--- config.mk ---
export PLATFORM = sky130hd
export DESIGN_NAME = gpu_cmd_sequencer
export DESIGN_NICKNAME = d
export VERILOG_FILES = /design/src/rtl/gpu_cmd_sequencer.sv
export SDC_FILE = /design/constraint.sdc
export NUM_CORES = 1
export LEC_CHECK = 0
export BUFFER_PORTS_ARGS = -buffer_cell sky130_fd_sc_hd__buf_2
export CAP_MARGIN = 40
export CORE_MARGIN = 4
export CORE_UTILIZATION = 43
export DETAILED_ROUTE_END_ITERATION = 16
export MAX_ROUTING_LAYER = met4
export PLACE_DENSITY = 0.69
export SETUP_SLACK_MARGIN = 0.15
export SYNTH_ARGS = -nofsm -noshare
export SYNTH_HDL_FRONTEND = slang
export SYNTH_SLANG_ARGS = --single-unit
--- constraint.sdc ---
create_clock -name clk -period 2.27 [get_ports clk]
set_input_delay 0.454 -clock clk [delete_from_list [all_inputs] [get_ports clk]]
set_output_delay 0.454 -clock clk [all_outputs]
set_load 0.1 [all_outputs]
--- src/rtl/gpu_cmd_sequencer.sv ---
// gpu_cmd_sequencer: command front-end for the tiniest GPU.
// Collects byte-serial scene packets into shadow registers and commits
// them to the live scene only on a vertical-blank rising edge. Each commit
// then starts the rasterizer setup stage with a start/busy handshake.
// Optional feature macro: SEQ_AUTOREPEAT_EN re-issues the setup on every
// vblank rise while idle, so the unchanged scene is redrawn each frame.
module gpu_cmd_sequencer #(
  parameter int NUM_REGS = 12,
  parameter int DATA_W   = 8
) (
  input  logic                       clk,
  input  logic                       rst_n,
  input  logic                       ena,
  input  logic [DATA_W-1:0]          cmd_data,
  input  logic                       cmd_valid,
  input  logic                       cmd_last,
  output logic                       cmd_ready,
  input  logic                       vblank,
  output logic                       setup_start,
  input  logic                       setup_busy,
  output logic [NUM_REGS*DATA_W-1:0] scene_q,
  output logic [3:0]                 wr_idx,
  output logic [7:0]                 frame_cnt,
  output logic                       err_overrun
);

  // The index counts up to NUM_REGS inclusive, which needs 5 bits when
  // NUM_REGS is 16; the port shows a saturated 4-bit view.
  localparam logic [4:0] FULL_IDX = 5'(NUM_REGS);

  typedef enum logic [1:0] {
    ST_IDLE    = 2'd0,
    ST_LOAD    = 2'd1,
    ST_PENDING = 2'd2,
    ST_SETUP   = 2'd3
  } state_t;

  state_t            state;
  state_t            state_nx;
  logic [4:0]        idx;
  logic [4:0]        idx_nx;
  logic              first;
  logic              first_nx;
  logic              start_nx;
  logic              wr_en;
  logic              err_set;
  logic              commit;
  logic              frame_inc;
  logic              vblank_d;
  logic              rise;
  logic              accept;
  logic [DATA_W-1:0] shadow [NUM_REGS];

  // Ready only in the collecting states; held low while reset is asserted.
  assign cmd_ready = ena & rst_n & ((state == ST_IDLE) | (state == ST_LOAD));
  assign accept    = cmd_valid & cmd_ready;
  assign rise      = vblank & ~vblank_d;
  assign wr_idx    = (idx > 5'd15) ? 4'hF : idx[3:0];

  // Next-state and datapath control decode; ena low freezes everything.
  always_comb begin
    state_nx  = state;
    idx_nx    = idx;
    first_nx  = first;
    start_nx  = 1'b0;
    wr_en     = 1'b0;
    err_set   = 1'b0;
    commit    = 1'b0;
    frame_inc = 1'b0;
    if (ena) begin
      case (state)
        ST_IDLE, ST_LOAD: begin
          if (accept) begin
            // Bytes past the last shadow slot are swallowed and flagged.
            if (idx < FULL_IDX) begin
              wr_en  = 1'b1;
              idx_nx = idx + 5'd1;
            end else begin
              err_set = 1'b1;
            end
            if (cmd_last) begin
              idx_nx   = 5'd0;
              state_nx = ST_PENDING;
            end else begin
              state_nx = ST_LOAD;
            end
          end
`ifdef SEQ_AUTOREPEAT_EN
          else if ((state == ST_IDLE) && (idx == 5'd0) && rise) begin
            // Redraw the already-committed scene without touching scene_q.
            start_nx = 1'b1;
            first_nx = 1'b1;
            state_nx = ST_SETUP;
          end
`endif
          else begin
            state_nx = state;
          end
        end
        ST_PENDING: begin
          if (rise) begin
            commit   = 1'b1;
            start_nx = 1'b1;
            first_nx = 1'b1;
            state_nx = ST_SETUP;
          end else begin
            state_nx = ST_PENDING;
          end
        end
        ST_SETUP: begin
          // The rasterizer cannot have raised busy yet on the start cycle.
          if (first) begin
            first_nx = 1'b0;
          end else if (!setup_busy) begin
            frame_inc = 1'b1;
            state_nx  = ST_IDLE;
          end else begin
            state_nx = ST_SETUP;
          end
        end
        default: begin
          state_nx = ST_IDLE;
        end
      endcase
    end else begin
      state_nx = state;
    end
  end

  // FSM state, write index, first-cycle flag and start pulse registers.
  always_ff @(posedge clk or negedge rst_n) begin
    if (!rst_n) begin
      state       <= ST_IDLE;
      idx         <= 5'd0;
      first       <= 1'b0;
      setup_start <= 1'b0;
    end else begin
      state       <= state_nx;
      idx         <= idx_nx;
      first       <= first_nx;
      setup_start <= start_nx;
    end
  end

  // vblank delay for edge detection; tracks regardless of ena.
  always_ff @(posedge clk or negedge rst_n) begin
    if (!rst_n) begin
      vblank_d <= 1'b0;
    end else begin
      vblank_d <= vblank;
    end
  end

  // Committed-frame counter, wraps naturally at 255.
  always_ff @(posedge clk or negedge rst_n) begin
    if (!rst_n) begin
      frame_cnt <= 8'd0;
    end else if (frame_inc) begin
      frame_cnt <= frame_cnt + 8'd1;
    end else begin
      frame_cnt <= frame_cnt;
    end
  end

  // Sticky overrun flag, cleared only by reset.
  always_ff @(posedge clk or negedge rst_n) begin
    if (!rst_n) begin
      err_overrun <= 1'b0;
    end else if (err_set) begin
      err_overrun <= 1'b1;
    end else begin
      err_overrun <= err_overrun;
    end
  end

  // Shadow byte writes; unwritten slots keep their previous contents.
  always_ff @(posedge clk or negedge rst_n) begin
    if (!rst_n) begin
      for (int i = 0; i < NUM_REGS; i++) begin
        shadow[i] <= '0;
      end
    end else begin
      for (int i = 0; i < NUM_REGS; i++) begin
        if (wr_en && (idx == 5'(i))) begin
          shadow[i] <= cmd_data;
        end else begin
          shadow[i] <= shadow[i];
        end
      end
    end
  end

  // Live scene copy, loaded from the shadow only at a committing vblank rise.
  always_ff @(posedge clk or negedge rst_n) begin
    if (!rst_n) begin
      scene_q <= '0;
    end else if (commit) begin
      for (int i = 0; i < NUM_REGS; i++) begin
        scene_q[i*DATA_W +: DATA_W] <= shadow[i];
      end
    end else begin
      scene_q <= scene_q;
    end
  end

endmodule

==> flow_summary.json <==
{
  "cts_tree": "done",
  "viasPerCell": 5.03,
  "start_util": 0.440,
  "final_hold_viol_count": 0,
  "portBuffers": 125,
  "p_int_w": 0.00838,
  "avgSynthCellArea_um2": 15.9,
  "synthArstFlopShare": 1.00,
  "grt_use_total": 0.174,
  "start_kind": "flip-flop",
  "first_pass_iters": 4,
  "hold_path_class": "in2reg",
  "cp.arrival_ns": 1.84,
  "ys_ff_latch": 211,
  "cts_max_level": 1,
  "dp.cells": 894,
  "layout_commonest_cell": "dfrtp_1",
  "wl_per_cell_um": 19.1,
  "routabilityCongestion": 0.763,
  "powerDensity_nw_per_um2": 1490,
  "final_cell_mix": "dfrtp_1, mux2_2, buf_2",
  "p_seq_frac": 0.337,
  "mappedNetlistArea_um2": 8320,
  "worstHoldStart": "vblank",
  "violations": "negative setup slack",
  "status": "finished, violations left",
  "crit_top_cell": "ha_4",
  "drive_gt1_frac": 0.586,
  "layout_min_cycle_time_ns": 2.29,
  "via_count": 4746,
  "path_class": "reg2out",
  "ys_types": 39,
  "finalSetupViolations": 3,
  "synth_cells": 524,
  "area_growth_pct": 24.0,
  "holdPathStages": 1,
  "slew_headroom": 0.556,
  "cp_data_required_time_ns": 1.82,
  "end_kind": "output port",
  "drt-total-wl_mm": 18.1,
  "switchingPower_w": 0.00698,
  "dieHeight_um": 147,
  "r2r_slack_ns": 0.14,
  "rr_startpoint": "idx[1]",
  "antenna_left": 0,
  "die_area_um2": 21600,
  "worst_slack_ns": -0.0216,
  "antenna_cells": 0,
  "maxSlewViolCount": 0,
  "gr-total-overflow": 0,
  "grt_pass1_wl_mm": 28.9,
  "dpl.hpwl_mm": 12.1,
  "clk_pin_slew_worst_paths_ns": 0.06,
  "clock-sinks": 211,
  "drtIter0Drc": 152,
  "ys_seq_area_frac": 0.635,
  "synthFlopType": "dfrtp_1",
  "max_freq_mhz": 436,
  "tns_ns": -0.0629,
  "cp_max_fo": 3,
  "worstPathCellList": "ha_4 > and3_4 > ha_4 > nand2b_4 > nand2_4 > buf_12",
  "die_w_um": 147,
  "r2r_end": "shadow[85]",
  "yosys_warnings": 0,
  "cp_slowest_cell": "dfrtp_1",
  "maxCapViolCount": 0,
  "clockRootBuffer": "clkbuf_16",
  "final_core_utilization": 0.546,
  "p_leak_nw": 5.35,
  "finalNonFillerCells": 944,
  "clock_latency_ns": 0.51,
  "clock_skew_ns": 0.0215,
  "clk_path_buf_depth": 3,
  "antenna_found_initial": 0,
  "pwr-share-comb": 0.418,
  "hold_end": "vblank_d",
  "finalCritPeriodShare": 1.01,
  "cp_slowest_stage_delay_ns": 0.42,
  "rsz0062_at_grt": "true",
  "switching_share": 0.454,
  "synth_edf_count": 0,
  "remaining_drc_errors": 0,
  "p_clk_frac": 0.244,
  "rows": 50,
  "grt_max_degree": 126,
  "max-vdd-ir-drop_mv": 1.03,
  "numCtsBuffers": 22,
  "first_global_vias": 5128,
  "synth_fp_nets": 545,
  "worst_slew_pin_slew_ns": 0.666,
  "r2r_cells": 8,
  "io_pins": 126,
  "fin_nets": 690,
  "core_um2": 18900
}
-- worst max-delay path, delay by kind of cell, from the launching register on --
| kind | cells | cell delay (ns) |
|---|---|---|
| flops | 1 | 0.42 |
| simple gates | 3 | 0.41 |
| fa+ha+maj | 2 | 0.33 |
| buf+inv | 1 | 0.17 |
-- registers in the layout, summed over array words and instances (netlist names) --
| register | cells |
|---|---|
| setup_start | 1 |
| first | 1 |
| shadow | 96 |
| frame_cnt | 8 |
| state | 2 |
| idx | 5 |
| err_overrun | 1 |
| scene_q | 96 |
| vblank_d | 1 |
-- routing by layer --
metal | global-route usage | share of wire
met5 | - | 0
met3 | 0.0287 | 0.040
met1 | 0.219 | 0.42
met4 | 0.0508 | 0.023
met2 | 0.292 | 0.52
-- power groups by stage --
stage	Clock (W)	Sequential [W]	Combinational (W)
2_1_floorplan	0	0.00866	0.00156
3_3_place_gp	0	0.00521	0.00617
3_5_place_dp	0	0.00527	0.00626
4_1_cts	0.00384	0.00521	0.00641
5_1_grt	0.00403	0.00529	0.00666
6_report	0.00375	0.00518	0.00643
-- synth_stat cells (4+ instances only) --
cell type,n,area (um^2)
nand2_1,9,33.8
nand4_1,6,37.5
buf_1,8,30.0
xnor2_1,7,61.3
buf_2,15,75.1
nor4_4,6,128
mux2_1,6,67.6
buf_6,5,56.3
mux2_2,187,2110
nand2b_1,4,25.0
inv_1,8,30.0
and4_1,6,52.6
ha_1,6,75.1
a21oi_1,4,20.0
dfrtp_1,211,5280
-- per-stage QoR --
step	power (W)	instance area [um^2]	hold WS [ns]	setup slack [ns]
final	0.0154	10300	0.0735	-0.0216
after global routing	0.0160	10300	0.0509	-0.0786
after CTS	0.0155	10300	0.0587	-0.0182
after detailed placement	0.0115	9370	0.301	0.194
after global placement	0.0114	9350	0.296	0.230
after floorplan	0.0102	8320	0.158	-0.0121
-- what timing repair did --
item                       CTS  global route
hold endpoints to repair     9             0
gates resized for setup     16             5
hold buffers                 1             0
setup buffers                3             7
gates cloned                 0             0
setup endpoints to repair    4            49
pin swaps                    5             0
-- worst max-delay path by stage --
stage | start | endpoint | slack [ns]
after floorplan | idx[2] | wr_idx[0] | -0.01
after global placement | idx[0] | wr_idx[2] | 0.23
after detailed placement | idx[0] | wr_idx[1] | 0.19
after CTS | idx[0] | wr_idx[1] | -0.02
after global routing | idx[1] | wr_idx[0] | -0.08
final | idx[1] | wr_idx[0] | -0.02
-- area by class of cell --
cell class,instances,area (um^2)
Inverter,8,30.0
Multi-Input combinational cell,274,2900
Clock inverter,8,118
Clock buffer,31,674
Tap cell,260,325
Sequential cell,211,5280
Fill cell,1593,8570
Timing Repair Buffer,152,986
-- cell families (layout without fill, tap and decap cells) --
| logic type | count (synthesis) | after routing | synth area share |
|---|---|---|---|
| flops | 211 | 211 | 0.635 |
| mux | 193 | 193 | 0.261 |
| simple gates | 51 | 51 | 0.0490 |
| buf+inv | 39 | 199 | 0.0247 |
| compound gates | 17 | 17 | 0.0141 |
| xor+xnor | 7 | 7 | 0.00737 |
| fa+ha+maj | 6 | 6 | 0.00902 |
No activity file was read; power rests on OpenSTA's default activity.
